[config.mk]
export PLATFORM = sky130hd
export DESIGN_NAME = lod_shifter_in_mul_div
export DESIGN_NICKNAME = d
export VERILOG_FILES = /design/src/rtl/lod_shifter_in_mul_div_pkg.sv /design/src/rtl/lod_lane.sv /design/src/rtl/lod_shifter_in_mul_div.sv
export SDC_FILE = /design/constraint.sdc
export NUM_CORES = 1
export LEC_CHECK = 0
export BUFFER_PORTS_ARGS = -buffer_cell sky130_fd_sc_hd__clkbuf_2
export CORE_MARGIN = 8
export CORE_UTILIZATION = 56
export DETAILED_ROUTE_END_ITERATION = 12
export PLACE_DENSITY_LB_ADDON = 0.2
export SYNTH_ARGS = -nofsm -noshare
export SYNTH_HDL_FRONTEND = slang
export SYNTH_SLANG_ARGS = --single-unit
[constraint.sdc]
create_clock -name clk -period 3.48 [get_ports clk]
set_clock_uncertainty 0.15 [all_clocks]
set_input_delay 0.348 -clock clk [delete_from_list [all_inputs] [get_ports clk]]
set_output_delay 0.348 -clock clk [all_outputs]
set_load 0.03 [all_outputs]
[src/rtl/lod_shifter_in_mul_div_pkg.sv]
// Shared definitions for the input-side log encoder of the SIMD
// approximate multiplier-divider.
package lod_shifter_in_mul_div_pkg;

  // Operand lane split: one full-width lane or two half-width lanes.
  typedef enum logic {
    MODE_FULL = 1'b0,
    MODE_SIMD = 1'b1
  } mode_e;

  localparam int N_DEFAULT   = 16;
  localparam int LGN_DEFAULT = 4;

  // Fraction widths once the leading one has been stripped.
  function automatic int full_frac_w(input int n);
    return n - 1;
  endfunction

  function automatic int lane_frac_w(input int n);
    return n / 2 - 1;
  endfunction

endpackage

[src/rtl/lod_lane.sv]
// One encoder lane: leading-one detector on the incoming operand and
// normalizing left shift on the operand/index captured one stage later.
module lod_lane #(
  parameter int W  = 16,
  parameter int KW = $clog2(W)
) (
  input  logic [W-1:0]  a_i,
  output logic [KW-1:0] k_o,
  output logic          zero_o,
  input  logic [W-1:0]  norm_a_i,
  input  logic [KW-1:0] norm_k_i,
  output logic [W-2:0]  frac_o
);

  logic [KW-1:0] shamt;

  // Priority encoder: the last (highest) set bit wins; zero operand yields 0.
  always_comb begin
    k_o = '0;
    for (int i = 0; i < W; i++) begin
      if (a_i[i]) k_o = i[KW-1:0];
    end
  end

  assign zero_o = ~|a_i;

  // Shift the leading one up to bit W-1, then drop it; bits below are the fraction.
  always_comb begin
    shamt  = KW'(W - 1) - norm_k_i;
    frac_o = (W-1)'(norm_a_i << shamt);
  end

endmodule

[src/rtl/lod_shifter_in_mul_div.sv]
// Input-side log encoder: characteristic and left-aligned fraction per lane,
// two-stage pipeline (detect, then normalize) with valid/ready on both sides.
module lod_shifter_in_mul_div
  import lod_shifter_in_mul_div_pkg::*;
#(
  parameter int N   = N_DEFAULT,
  parameter int lgN = LGN_DEFAULT
) (
  input  logic           clk,
  input  logic           rst,
  input  logic           in_valid,
  output logic           in_ready,
  input  logic           mode,
  input  logic [N-1:0]   a,
  output logic           out_valid,
  input  logic           out_ready,
  output logic           out_mode,
  output logic [lgN-1:0] k_upper,
  output logic [lgN-2:0] k_lower,
  output logic [N-1:0]   frac,
  output logic           zero_upper,
  output logic           zero_lower
);

  localparam int H  = N / 2;
  localparam int FW = full_frac_w(N);
  localparam int LW = lane_frac_w(N);

  logic           s1_valid_q;
  mode_e          s1_mode_q;
  logic [N-1:0]   s1_a_q;
  logic [lgN-1:0] s1_kf_q;
  logic [lgN-2:0] s1_kh_q, s1_kl_q;
  logic           s1_zf_q, s1_zh_q, s1_zl_q;

  logic           out_valid_q, out_mode_q, zero_upper_q, zero_lower_q;
  logic [lgN-1:0] k_upper_q;
  logic [lgN-2:0] k_lower_q;
  logic [N-1:0]   frac_q;

  logic [lgN-1:0] k_full, k_upper_d;
  logic [lgN-2:0] k_hi, k_lo, k_lower_d;
  logic           z_full, z_hi, z_lo, zero_upper_d, zero_lower_d;
  logic [FW-1:0]  frac_full;
  logic [LW-1:0]  frac_hi, frac_lo;
  logic [N-1:0]   frac_d;
  logic           s1_load, s2_load;

  lod_lane #(.W(N), .KW(lgN)) u_full (
    .a_i(a), .k_o(k_full), .zero_o(z_full),
    .norm_a_i(s1_a_q), .norm_k_i(s1_kf_q), .frac_o(frac_full)
  );

  lod_lane #(.W(H), .KW(lgN-1)) u_hi (
    .a_i(a[N-1:H]), .k_o(k_hi), .zero_o(z_hi),
    .norm_a_i(s1_a_q[N-1:H]), .norm_k_i(s1_kh_q), .frac_o(frac_hi)
  );

  lod_lane #(.W(H), .KW(lgN-1)) u_lo (
    .a_i(a[H-1:0]), .k_o(k_lo), .zero_o(z_lo),
    .norm_a_i(s1_a_q[H-1:0]), .norm_k_i(s1_kl_q), .frac_o(frac_lo)
  );

  assign s2_load  = !out_valid_q || out_ready;
  assign s1_load  = !s1_valid_q || s2_load;
  assign in_ready = s1_load;

  // Stage 1: capture operand, mode and all leading-one candidates.
  always_ff @(posedge clk) begin
    if (rst) begin
      s1_valid_q <= 1'b0;
      s1_mode_q  <= MODE_FULL;
      s1_a_q     <= '0;
      s1_kf_q    <= '0;
      s1_kh_q    <= '0;
      s1_kl_q    <= '0;
      s1_zf_q    <= 1'b0;
      s1_zh_q    <= 1'b0;
      s1_zl_q    <= 1'b0;
    end else if (s1_load) begin
      s1_valid_q <= in_valid;
      if (in_valid) begin
        s1_mode_q <= mode_e'(mode);
        s1_a_q    <= a;
        s1_kf_q   <= k_full;
        s1_kh_q   <= k_hi;
        s1_kl_q   <= k_lo;
        s1_zf_q   <= z_full;
        s1_zh_q   <= z_hi;
        s1_zl_q   <= z_lo;
      end
    end
  end

  // Mode mux: pick full-lane or SIMD lane results and pack the fraction word.
  always_comb begin
    k_upper_d    = '0;
    k_lower_d    = '0;
    frac_d       = '0;
    zero_upper_d = 1'b0;
    zero_lower_d = 1'b0;
    if (s1_mode_q == MODE_SIMD) begin
      k_upper_d    = {1'b0, s1_kh_q};
      k_lower_d    = s1_kl_q;
      frac_d       = {1'b0, frac_hi, 1'b0, frac_lo};
      zero_upper_d = s1_zh_q;
      zero_lower_d = s1_zl_q;
    end else begin
      k_upper_d    = s1_kf_q;
      frac_d       = {1'b0, frac_full};
      zero_upper_d = s1_zf_q;
    end
  end

  // Stage 2: output register, held while the consumer stalls.
  always_ff @(posedge clk) begin
    if (rst) begin
      out_valid_q  <= 1'b0;
      out_mode_q   <= 1'b0;
      k_upper_q    <= '0;
      k_lower_q    <= '0;
      frac_q       <= '0;
      zero_upper_q <= 1'b0;
      zero_lower_q <= 1'b0;
    end else if (s2_load) begin
      out_valid_q <= s1_valid_q;
      if (s1_valid_q) begin
        out_mode_q   <= s1_mode_q;
        k_upper_q    <= k_upper_d;
        k_lower_q    <= k_lower_d;
        frac_q       <= frac_d;
        zero_upper_q <= zero_upper_d;
        zero_lower_q <= zero_lower_d;
      end
    end
  end

  assign out_valid  = out_valid_q;
  assign out_mode   = out_mode_q;
  assign k_upper    = k_upper_q;
  assign k_lower    = k_lower_q;
  assign frac       = frac_q;
  assign zero_upper = zero_upper_q;
  assign zero_lower = zero_lower_q;

endmodule

== Word level (Yosys, flattened, before mapping) ==
Index checks and enable logic that the tools add are counted.
Operators by class
  div/mod/pow operators: 0
  muxes and demuxes: 34
  order comparisons: 0
  multipliers: 0
  reduce and logical (&&, ||, !) cells: 12
  eq/ne operators: 0
  shift-type cells: 3
  bitwise operators: 0
  add/subtract/negate cells: 3
Operators with widths (number)
  two-way mux 3 bit: 13
  two-way mux 4 bit: 9
  OR reduction 16 bit: 1
  OR reduction 8 bit: 2
  left shift 16 x 4 -> 15 bit: 1
  left shift 8 x 3 -> 7 bit: 2
  two-way mux 15 bit: 1
  two-way mux 2 bit: 6
  subtractor 3 bit (first input constant): 2
  zero test 1 bit: 5
  two-way mux 1 bit: 5
  AND reduction 2 bit: 2
  subtractor 4 bit (first input constant): 1
  logical OR 1 bit: 2
Storage, ports and cells
  output and inout port bits: 28
  memories kept: 0
  bits in writable memories: 0
  memory bits (read-only): 0
  register bits: 58
  bits in latches: 0

== Logic depth before layout (Yosys ltp) ==
Gate-level depths: netlist of run 1.
  word-level depth: 15
  mapped depth: 7
  mapped depth without buffers: 4

== Modules after synthesis ==
Synthesis of run 1 repeated with hierarchy kept, for this count alone.
Second synthesis, totals
  cells, all modules: 430
  area, all modules: 3960.0 µm²
By module, submodules not included
  lod_shifter_in_mul_div: cells each 256, sequential area each 1141.1 µm², instances 1, area an instance 2726.4 µm²
  lod_lane (u_full): cells each 104, sequential area each 0.0 µm², instances 1, area an instance 743.2 µm²
  lod_lane (u_hi ...): cells each 35, sequential area each 0.0 µm², instances 2, area an instance 245.2 µm²

== Worst setup path before layout of run 1 ==
OpenSTA, ideal clock, no wires.
  path type: register to register
  from: register out_valid_q (netlist: out_valid)
  to: register s1_kf_q[0]
  period minus slack after synthesis: 1955 ps
  setup time: 91 ps
  stages on the path, launching flop included: 6
  arrival time: 1714 ps
  data required time: 3239 ps
  path slack: 1525 ps
  buffers on the path: 2
  path through: dfxtp_1 -> nand3b_1 -> and2_1 -> buf_2 -> buf_1 -> a311oi_1
Between the ends
  word-level cells in the longest chain between the ends: 4
Ends and longest elaborated chain
  from (decl): RTL line lod_shifter_in_mul_div.sv:36  | logic out_valid_q, out_mode_q, zero_upper_q, zero_lower_q;
  from (signal assigned): RTL line lod_shifter_in_mul_div.sv:126  | out_valid_q <= s1_valid_q;
  zero test 1 bit: RTL line lod_shifter_in_mul_div.sv:64  | assign s2_load = !out_valid_q || out_ready;
  logical OR 1 bit: RTL line lod_shifter_in_mul_div.sv:64
  logical OR 1 bit: RTL line lod_shifter_in_mul_div.sv:65  | assign s1_load = !s1_valid_q || s2_load;
  via in_ready: RTL line lod_shifter_in_mul_div.sv:12  | output logic in_ready,
  AND reduction 2 bit (no source line)
  to (signal assigned): RTL line lod_shifter_in_mul_div.sv:85  | s1_kf_q <= k_full;
  to (decl): RTL line lod_shifter_in_mul_div.sv:32  | logic [lgN-1:0] s1_kf_q;
The timed path passes the listed nets, and every way through them passes these cells.
A chain may end at the register's enable or synchronous reset.

== Worst setup path in the final report of run 1 ==
  from: register s1_kf_q[0]
  to: register frac_q[9] (netlist: frac[9])
Between the ends
  word-level cells in the longest chain between the ends: 3
Ends and longest elaborated chain
  subtractor 4 bit: RTL line lod_lane.sv:29  | shamt = KW'(W - 1) - norm_k_i;
  left shift 16 x 4 -> 15 bit: RTL line lod_lane.sv:30  | frac_o = (W-1)'(norm_a_i << shamt);
  two-way mux 15 bit: RTL line lod_shifter_in_mul_div.sv:102  | if (s1_mode_q == MODE_SIMD) begin
  to (signal assigned): RTL line lod_shifter_in_mul_div.sv:131  | frac_q <= frac_d;
  to (decl): RTL line lod_shifter_in_mul_div.sv:39  | logic [N-1:0] frac_q;
Every way passes these cells.

==> out/metrics.yaml, run 1 <==
sta:
  final_hold_viol_count: 0
  setup_violations: 0
  maxSlewHeadroom: 0.2599
  post-route-min-period_ns: 2.555
  rsz0062_at_grt: "false"
  worst_slew_pin_slew_ns: 1.110
  fmax_mhz: 391.5
  timing.hold.ws_ns: 0.07913
  fin_setup_tns_ns: 0
  fin_crit_sh: 0.7341
  slew_violations: 0
power_and_ir_drop:
  leakage_nw: 1.393
  clkPwrFrac: 0.336
  vdd_drop_max_uv: 270.9
  swShare: 0.2914
  seqPwrFrac: 0.486
  power-per-cell-area_nw_per_um2: 422.0
  comb_power_share: 0.178
  p_int_w: 0.001085
  p_sw_w: 0.0004462
worst_setup_path:
  required_ns: 3.49
  cp.arrival_ns: 2.56
  cp-start-kind: "register"
  setup.worst_path.class: "register to register"
  crit_fanout: 21
  critPathCaptureType: "register"
drt:
  firstDrtPassIters: 5
  drc: 0
  wl_um: 8355
  via_per_inst: 6.138
  vias: 2971
  ant_nets: 0
  drt-initial-drc-count: 432
  drt-wirelength-per-cell_um: 17.26
clock_network:
  worstSkewPairLatency_ns: 0.33
  cts-resized-gates: 0
  numCtsBuffers: 5
  cts_root_buf: "clkbuf_8"
  htree_levels: 2
  cts_tree: "yes"
  clock-sinks: 56
  cts_setup_buffers: 0
  cts_buffer_depth: 2
  hold_buffers: 0
  cts.reportedPaths.clkPinSlew_ns: 0.11
cells_and_area:
  fin_area_um2: 3628
  layout_commonest_cell: "nand2_1"
  layout_common_cells: "nand2_1, dfxtp_1, clkbuf_2, nor2_1, a21oi_1"
  final_net_count: 429
  drive_above_1_share: 0.2054
  fillers: 543
  stdcell_count: 484
  areaGrowthSynthToFinish_pct: 9.599
  antenna_cells: 0
synthesis:
  async_flop_share: 0
  synth_seq_cells: 56
  avgSynthCellArea_um2: 8.533
  syn_area_um2: 3311
  ys_warn_count: 0
  synth-main-ff-cell: "dfxtp_1"
  synth_edf_count: 0
  synth_cells: 388
  yosysSeqAreaShare: 0.3386
  yosysUniqueCellTypes: 57
  syn-num-nets: 409
placed_design:
  gp_congestion: 0.9534
  hpwl_um: 5982
  placed_cells: 476
  placed_area_um2: 3491
  io_buffers: 47
global_route:
  grtUsageMet1: 0.2619
  grt_use_total: 0.1970
  grt_pass1_vias: 2830
  grt_max_degree: 59
  gr-usage-met2: 0.3041
  grt_pass1_wl_um: 14060
  use_met3: 0.04612
  gr-total-overflow: 0
  top_usage_layer: "met2"
  antenna_found_initial: 0
die:
  initial_core_util: 0.5693
  die_w_um: 92.89
  dieHeight_um: 92.89
  coreArea_um2: 5816
  die_area_um2: 8629
  rows: 28
  top_level_ports: 49
outcome:
  status: "complete, no violations"
run:
  drv_cap: 0
worst_hold_path:
  hold_class: "primary input to register"
==> layout make-up <==
class / count / area, um^2 / area share
Sequential cell: 56 / 1121 / 0.3090
Multi-Input combinational cell: 286 / 1981 / 0.5459
Clock inverter: 3 / 68.82 / 0.01897
Clock buffer: 5 / 68.82 / 0.01897
Tap cell: 75 / 93.84 / 0.02586
Inverter: 8 / 30.03 / 0.008276
Timing Repair Buffer: 51 / 265.3 / 0.07310
==> routing by layer <==
metal / vias up / part of all wire
li1: 1452 / -
met1: 1380 / 0.47
met2: 126 / 0.44
met3: 13 / 0.073
met4: 0 / 0.017
met5: - / 0
==> power groups by stage <==
stage | clock network, W | logic [W] | registers [W]
finish | 0.000514 | 0.000273 | 0.000744
global route | 0.000541 | 0.000298 | 0.000753
CTS | 0.000521 | 0.000273 | 0.000743
detailed placement | 0 | 0.000271 | 0.000758
global placement | 0 | 0.000268 | 0.000756
floorplan | 0 | 0.000214 | 0.000742
==> path summary, 6_finish.rpt <==
path         slack, ns        from         end  depth (start not counted)
min               0.08        mode   s1_mode_q                          3
max reg2reg       0.93  s1_kf_q[0]     frac[9]                          4
min reg2reg       0.30  k_lower[0]  k_lower[0]                          2
max               0.93  s1_kf_q[0]     frac[9]                          4
==> through the flow <==
stage / total power (W) / setup slack, ns / utilization
final: 0.001531 / 0.9254 / 0.6239
after global routing: 0.001592 / 0.7813 / 0.6239
after CTS: 0.001536 / 0.9164 / 0.6239
after detailed placement: 0.001029 / 0.9322 / 0.6003
after global placement: 0.001024 / 1.011 / 0.6003
after floorplan: 0.0009565 / 1.525 / -
==> critical path: stages, from the launching register on <==
cell	delay (ns)
dfxtp_1	0.97
mux4_1	0.71
mux2_4	0.29
a221oi_2	0.22
nor3_1	0.06
==> state kept, by name (all words and copies together) (netlist names) <==
register	cells
zero_lower	1
s1_valid_q	1
zero_upper	1
s1_kl_q	3
out_valid	1
s1_zf_q	1
s1_mode_q	1
frac	15
s1_zh_q	1
s1_a_q	15
k_lower	3
k_upper	4
s1_zl_q	1
s1_kh_q	3
s1_kf_q	4
out_mode	1
==> cells by family (layout without fill, tap and decap cells) <==
family          count (synthesis)  in the layout  share of synthesized area
other cells                     1              1                   0.001133
flops                          56             56                     0.3386
compound gates                 89             89                     0.1863
simple gates                  148            148                     0.2105
mux                            48             48                     0.2003
buf+inv                        46             67                    0.06311
==> cell usage after synthesis, types with 9 or more instances <==
| library cell | number | area, um^2 |
|---|---|---|
| buf_2 | 10 | 50.05 |
| a211oi_1 | 13 | 97.59 |
| nand2_1 | 58 | 217.7 |
| clkbuf_1 | 18 | 67.56 |
| mux2_2 | 9 | 101.4 |
| dfxtp_1 | 56 | 1121 |
| mux4_2 | 12 | 270.3 |
| nand3_1 | 9 | 45.04 |
| nor3_1 | 9 | 45.04 |
| mux2i_1 | 25 | 250.2 |
| a21oi_1 | 29 | 145.1 |
| nor2_1 | 36 | 135.1 |
(Power assumes the default switching activity.)
==> run 2: changes to the inputs <==
==> constraint.sdc (replaced) <==
create_clock -name clk -period 2.5 [get_ports clk]
set_clock_uncertainty 0.15 [all_clocks]
set_input_delay 0.25 -clock clk [delete_from_list [all_inputs] [get_ports clk]]
set_output_delay 0.25 -clock clk [all_outputs]
set_load 0.03 [all_outputs]
==> out/metrics.yaml, run 2 (synthesis results as in run 1) <==
worst_setup_path:
  crit_fanout: 13
  regToRegEndpoint: "frac[14]"
  crit_buf_inv: 1
  cp_cell_sequence: "buf_4 -> mux4_2 -> nor2b_1 -> o221ai_1 -> a211oi_1"
  cp.arrival_ns: 2.16
  reg2reg_depth: 5
  r2r_start: "s1_kf_q[0]"
  reg2reg_slack_ns: 0.36
  cp_slowest_cell: "dfxtp_1"
  max_stage_delay_ns: 0.61
  cp-start-kind: "register"
  required_ns: 2.52
  setup.worst_path.class: "register to register"
  critPathCaptureType: "register"
  critPathTopFamily: "flip-flops"
drt:
  firstDrtPassIters: 5
  via_per_inst: 6.185
  wl_met3_um: 656
  ant_nets: 0
  drc: 0
  drt-wirelength-per-cell_um: 17.27
  wl_met1_um: 3993
  wl_um: 8513
  vias: 3049
  top_layer_used: "met4"
  met2WireLength_um: 3712
  drt-initial-drc-count: 310
sta:
  final_hold_viol_count: 0
  setup_violations: 0
  rsz0062_at_grt: "false"
  maxSlewHeadroom: 0.4764
  post-route-min-period_ns: 2.139
  timing.hold.ws_ns: 0.01128
  fin_setup_tns_ns: 0
  fmax_mhz: 467.6
  fin_crit_sh: 0.8554
  worst_slew_pin_slew_ns: 0.7835
  slew_violations: 0
clock_network:
  cts-resized-gates: 0
  cts_buffer_depth: 2
  cts_setup_buffers: 0
  cts_root_buf: "clkbuf_8"
  numCtsBuffers: 5
  cts.reportedPaths.clkPinSlew_ns: 0.11
  clock-sinks: 56
  cts_tree: "yes"
  htree_levels: 2
  hold_buffers: 1
  worstSkewPairLatency_ns: 0.32
global_route:
  grt_pass1_wl_um: 14430
  grt_max_degree: 31
  antenna_found_initial: 0
  grt_use_total: 0.2032
  gr-total-overflow: 0
  grt_pass1_vias: 2791
run:
  drv_cap: 0
die:
  initial_core_util: 0.5693
  top_level_ports: 49
  die_area_um2: 8629
  dieHeight_um: 92.89
  coreArea_um2: 5816
  die_w_um: 92.89
  rows: 28
cells_and_area:
  stdcell_count: 493
  final_net_count: 438
  antenna_cells: 0
  layout_commonest_cell: "nand2_1"
  drive_above_1_share: 0.2201
  areaGrowthSynthToFinish_pct: 11.72
  layout_common_cells: "nand2_1, dfxtp_1, clkbuf_2, nor2_1, a21oi_1"
power_and_ir_drop:
  leakage_nw: 1.437
  vdd_drop_max_uv: 278.7
  p_total_w: 0.002144
  power-per-cell-area_nw_per_um2: 579.8
outcome:
  status: "complete, no violations"
placed_design:
  hpwl_um: 6418
  placed_cells: 484
  io_buffers: 47
  gp_congestion: 0.9769
worst_hold_path:
  hold_class: "primary input to register"
  hold_start: "a[2]"
  min_to: "s1_a_q[2]"
  min_path_cells: 3
[run 2: changes by cell type in the layout (fill, tap and decap cells not counted)]
cell	change
buf_4	+8
dlygate4sd3_1	+1
[run 2: how the worst max path moves through the flow]
| stage | start | cells after the start | end | slack (ns) |
|---|---|---|---|---|
| after floorplan | out_valid | 5 | s1_kf_q[0] | 0.55 |
| after global placement | s1_kf_q[0] | 5 | frac[14] | 0.41 |
| after detailed placement | s1_kf_q[0] | 5 | frac[14] | 0.39 |
| after CTS | s1_kf_q[0] | 5 | frac[14] | 0.36 |
| after global routing | s1_kf_q[0] | 5 | frac[14] | 0.19 |
| final | s1_kf_q[0] | 5 | frac[14] | 0.36 |
[run 2: worst min-delay path, delay by kind of cell]
family | cells | cell delay, ns
compound gates | 1 | 0.05
buf+inv | 1 | 0.10
simple gates | 1 | 0.05
[run 2: area by class of cell]
type / instances / area [um^2]
Clock buffer: 5 / 68.82
Clock inverter: 3 / 68.82
Fill cell: 540 / 2117
Inverter: 8 / 30.03
Multi-Input combinational cell: 286 / 1981
Sequential cell: 56 / 1121
Tap cell: 75 / 93.84
Timing Repair Buffer: 60 / 335.3
[run 2: where the power goes]
group	switching [W]	total (W)	internal [W]
combinational	0.000229	0.000404	0.000175
sequential	0.0000849	0.00103	0.000942
clock	0.000310	0.000714	0.000403
total	0.000624	0.00214	0.00152
[run 2: metrics by stage]
stage | utilization | instance area, um^2 | worst slack [ns]
after global routing | 0.6360 | 3699 | 0.1872
after global placement | 0.6106 | 3551 | 0.4147
after CTS | 0.6360 | 3699 | 0.3599
final | 0.6360 | 3699 | 0.3614
after detailed placement | 0.6106 | 3551 | 0.3933
after floorplan | - | 3311 | 0.5452
[run 2: metal layers]
metal  GRT usage  vias up
met5           0        -
met3     0.04935       15
met1      0.2897     1423
met4     0.05235        0
li1            -     1470
met2      0.2970      141
==> run 3: changes to the inputs <==
--- a/config.mk
+++ b/config.mk
@@ -8,6 +8,7 @@
 export BUFFER_PORTS_ARGS = -buffer_cell sky130_fd_sc_hd__clkbuf_2
 export CORE_MARGIN = 8
 export CORE_UTILIZATION = 56
+export CTS_CLUSTER_SIZE = 16
 export DETAILED_ROUTE_END_ITERATION = 12
 export PLACE_DENSITY_LB_ADDON = 0.2
 export SYNTH_ARGS = -nofsm -noshare
==> constraint.sdc (replaced) <==
create_clock -name clk -period 2.3 [get_ports clk]
set_clock_uncertainty 0.15 [all_clocks]
set_input_delay 0.23 -clock clk [delete_from_list [all_inputs] [get_ports clk]]
set_output_delay 0.23 -clock clk [all_outputs]
set_load 0.03 [all_outputs]
==> out/metrics.yaml, run 3 (synthesis results as in run 1) <==
sta:
  setup_violations: 0
  slew_violations: 0
  fin_setup_tns_ns: 0
  post-route-min-period_ns: 2.034
  maxSlewHeadroom: 0.5283
  worst_slew_pin_slew_ns: 0.7075
  fin_crit_sh: 0.8843
  timing.final.ws_setup_ns: 0.2662
  final_hold_viol_count: 0
  fmax_mhz: 491.7
  rsz0062_at_grt: "false"
drt:
  vias: 3035
  ant_nets: 0
  drt-wirelength-per-cell_um: 16.76
  via_per_inst: 6.010
  firstDrtPassIters: 5
  drt-initial-drc-count: 323
  drc: 0
  wl_um: 8464
global_route:
  grt_pass1_wl_um: 14660
  grt_max_degree: 38
  antenna_found_initial: 0
  gr-total-overflow: 0
  grt_pass1_vias: 2943
  grt_use_total: 0.2066
cells_and_area:
  layout_commonest_cell: "nand2_1"
  drive_above_1_share: 0.2256
  seq_area_um2: 1121
  fillers: 507
  layout_common_cells: "nand2_1, dfxtp_1, clkbuf_2, nor2_1, a21oi_1"
  areaGrowthSynthToFinish_pct: 13.72
  final_net_count: 450
  antenna_cells: 0
  multi_input_area_um2: 1981
die:
  die_w_um: 92.89
  die_area_um2: 8629
  top_level_ports: 49
  initial_core_util: 0.5693
  dieHeight_um: 92.89
  rows: 28
  coreArea_um2: 5816
worst_setup_path:
  crit_fanout: 6
  critPathTopFamily: "multiplexers"
  required_ns: 2.33
  setup.worst_path.class: "register to register"
  critPathCaptureType: "register"
  cp-start-kind: "register"
  crit_buf_inv: 1
  cp.arrival_ns: 2.07
  cp_slowest_cell: "mux4_2"
  worst-path-stages: 5
  reg2reg_depth: 5
  max_stage_delay_ns: 0.52
  cp_cell_sequence: "buf_4 -> mux4_2 -> and2_1 -> a311oi_1 -> nor3_1"
run:
  drv_cap: 0
clock_network:
  worstSkewPairLatency_ns: 0.33
  cts.reportedPaths.clkPinSlew_ns: 0.11
  cts-resized-gates: 0
  numCtsBuffers: 5
  cts_tree: "yes"
  cts_root_buf: "clkbuf_8"
  cts_setup_buffers: 0
  htree_levels: 2
  clock-sinks: 56
  cts_buffer_depth: 2
placed_design:
  hpwl_um: 6323
  io_buffers: 47
  post-place-ws_ns: 0.2962
  gp_congestion: 0.9313
worst_hold_path:
  hold_class: "primary input to register"
  min_path_cells: 3
outcome:
  status: "complete, no violations"
power_and_ir_drop:
  power-per-cell-area_nw_per_um2: 569.2
  vdd_drop_max_uv: 437.5
  leakage_nw: 1.469
==> run 3: area by class of cell <==
cell class,instances,share of cell area
clock inverters,3,0.007311
repair buffers,72,0.1176
multi-input cells,286,0.5261
inverters,8,0.007976
clock buffers,5,0.01828
well taps,75,0.02493
flip-flops and latches,56,0.2978
==> run 3: worst paths after layout <==
| check | start | endpoint | slack, ns |
|---|---|---|---|
| min reg2reg | k_upper[3] | k_upper[3] | 0.31 |
| max reg2reg | s1_kf_q[0] | frac[3] | 0.27 |
| min | a[5] | s1_a_q[5] | 0.008 |
| max | s1_kf_q[0] | frac[3] | 0.27 |
==> run 3: metal layers <==
layer,vias up,global-route usage,share of wire
met1,1377,0.2826,0.46
li1,1499,-,-
met5,-,0,0
met3,20,0.04935,0.078
met2,139,0.3059,0.44
met4,0,0.07919,0.023
==> run 3: report_power, final <==
| part | leakage (nW) | switching, W | total (W) | internal [W] |
|---|---|---|---|---|
| registers | 0.461 | 0.0000851 | 0.00111 | 0.00102 |
| clock network | 0.0463 | 0.000348 | 0.000573 | 0.000224 |
| logic | 0.962 | 0.000258 | 0.000462 | 0.000204 |
==> run 3: worst register-to-register path: stages (launching register included) <==
cell and delay, ns:
dfxtp_1 0.49, buf_4 0.21, mux4_2 0.52, and2_1 0.18
a311oi_1 0.27, nor3_1 0.08
==> run 3: timing repair <==
action / CTS / global route
endpoints found under the setup margin: 0 / 0
hold buffers: 8 / 0
hold endpoints to repair: 8 / 0
==> run 3: stage by stage <==
step | area [um^2] | hold slack (ns) | power, W | utilization | instances
global placement | 3588 | 0.2901 | 0.001570 | 0.6170 | 489
floorplan | 3311 | 0.2095 | 0.001447 | - | 388
global route | 3765 | 0.007706 | 0.002255 | 0.6474 | 505
CTS | 3765 | 0.002788 | 0.002147 | 0.6474 | 505
detailed placement | 3588 | 0.2972 | 0.001578 | 0.6170 | 489
finish | 3765 | 0.007825 | 0.002143 | 0.6474 | 505
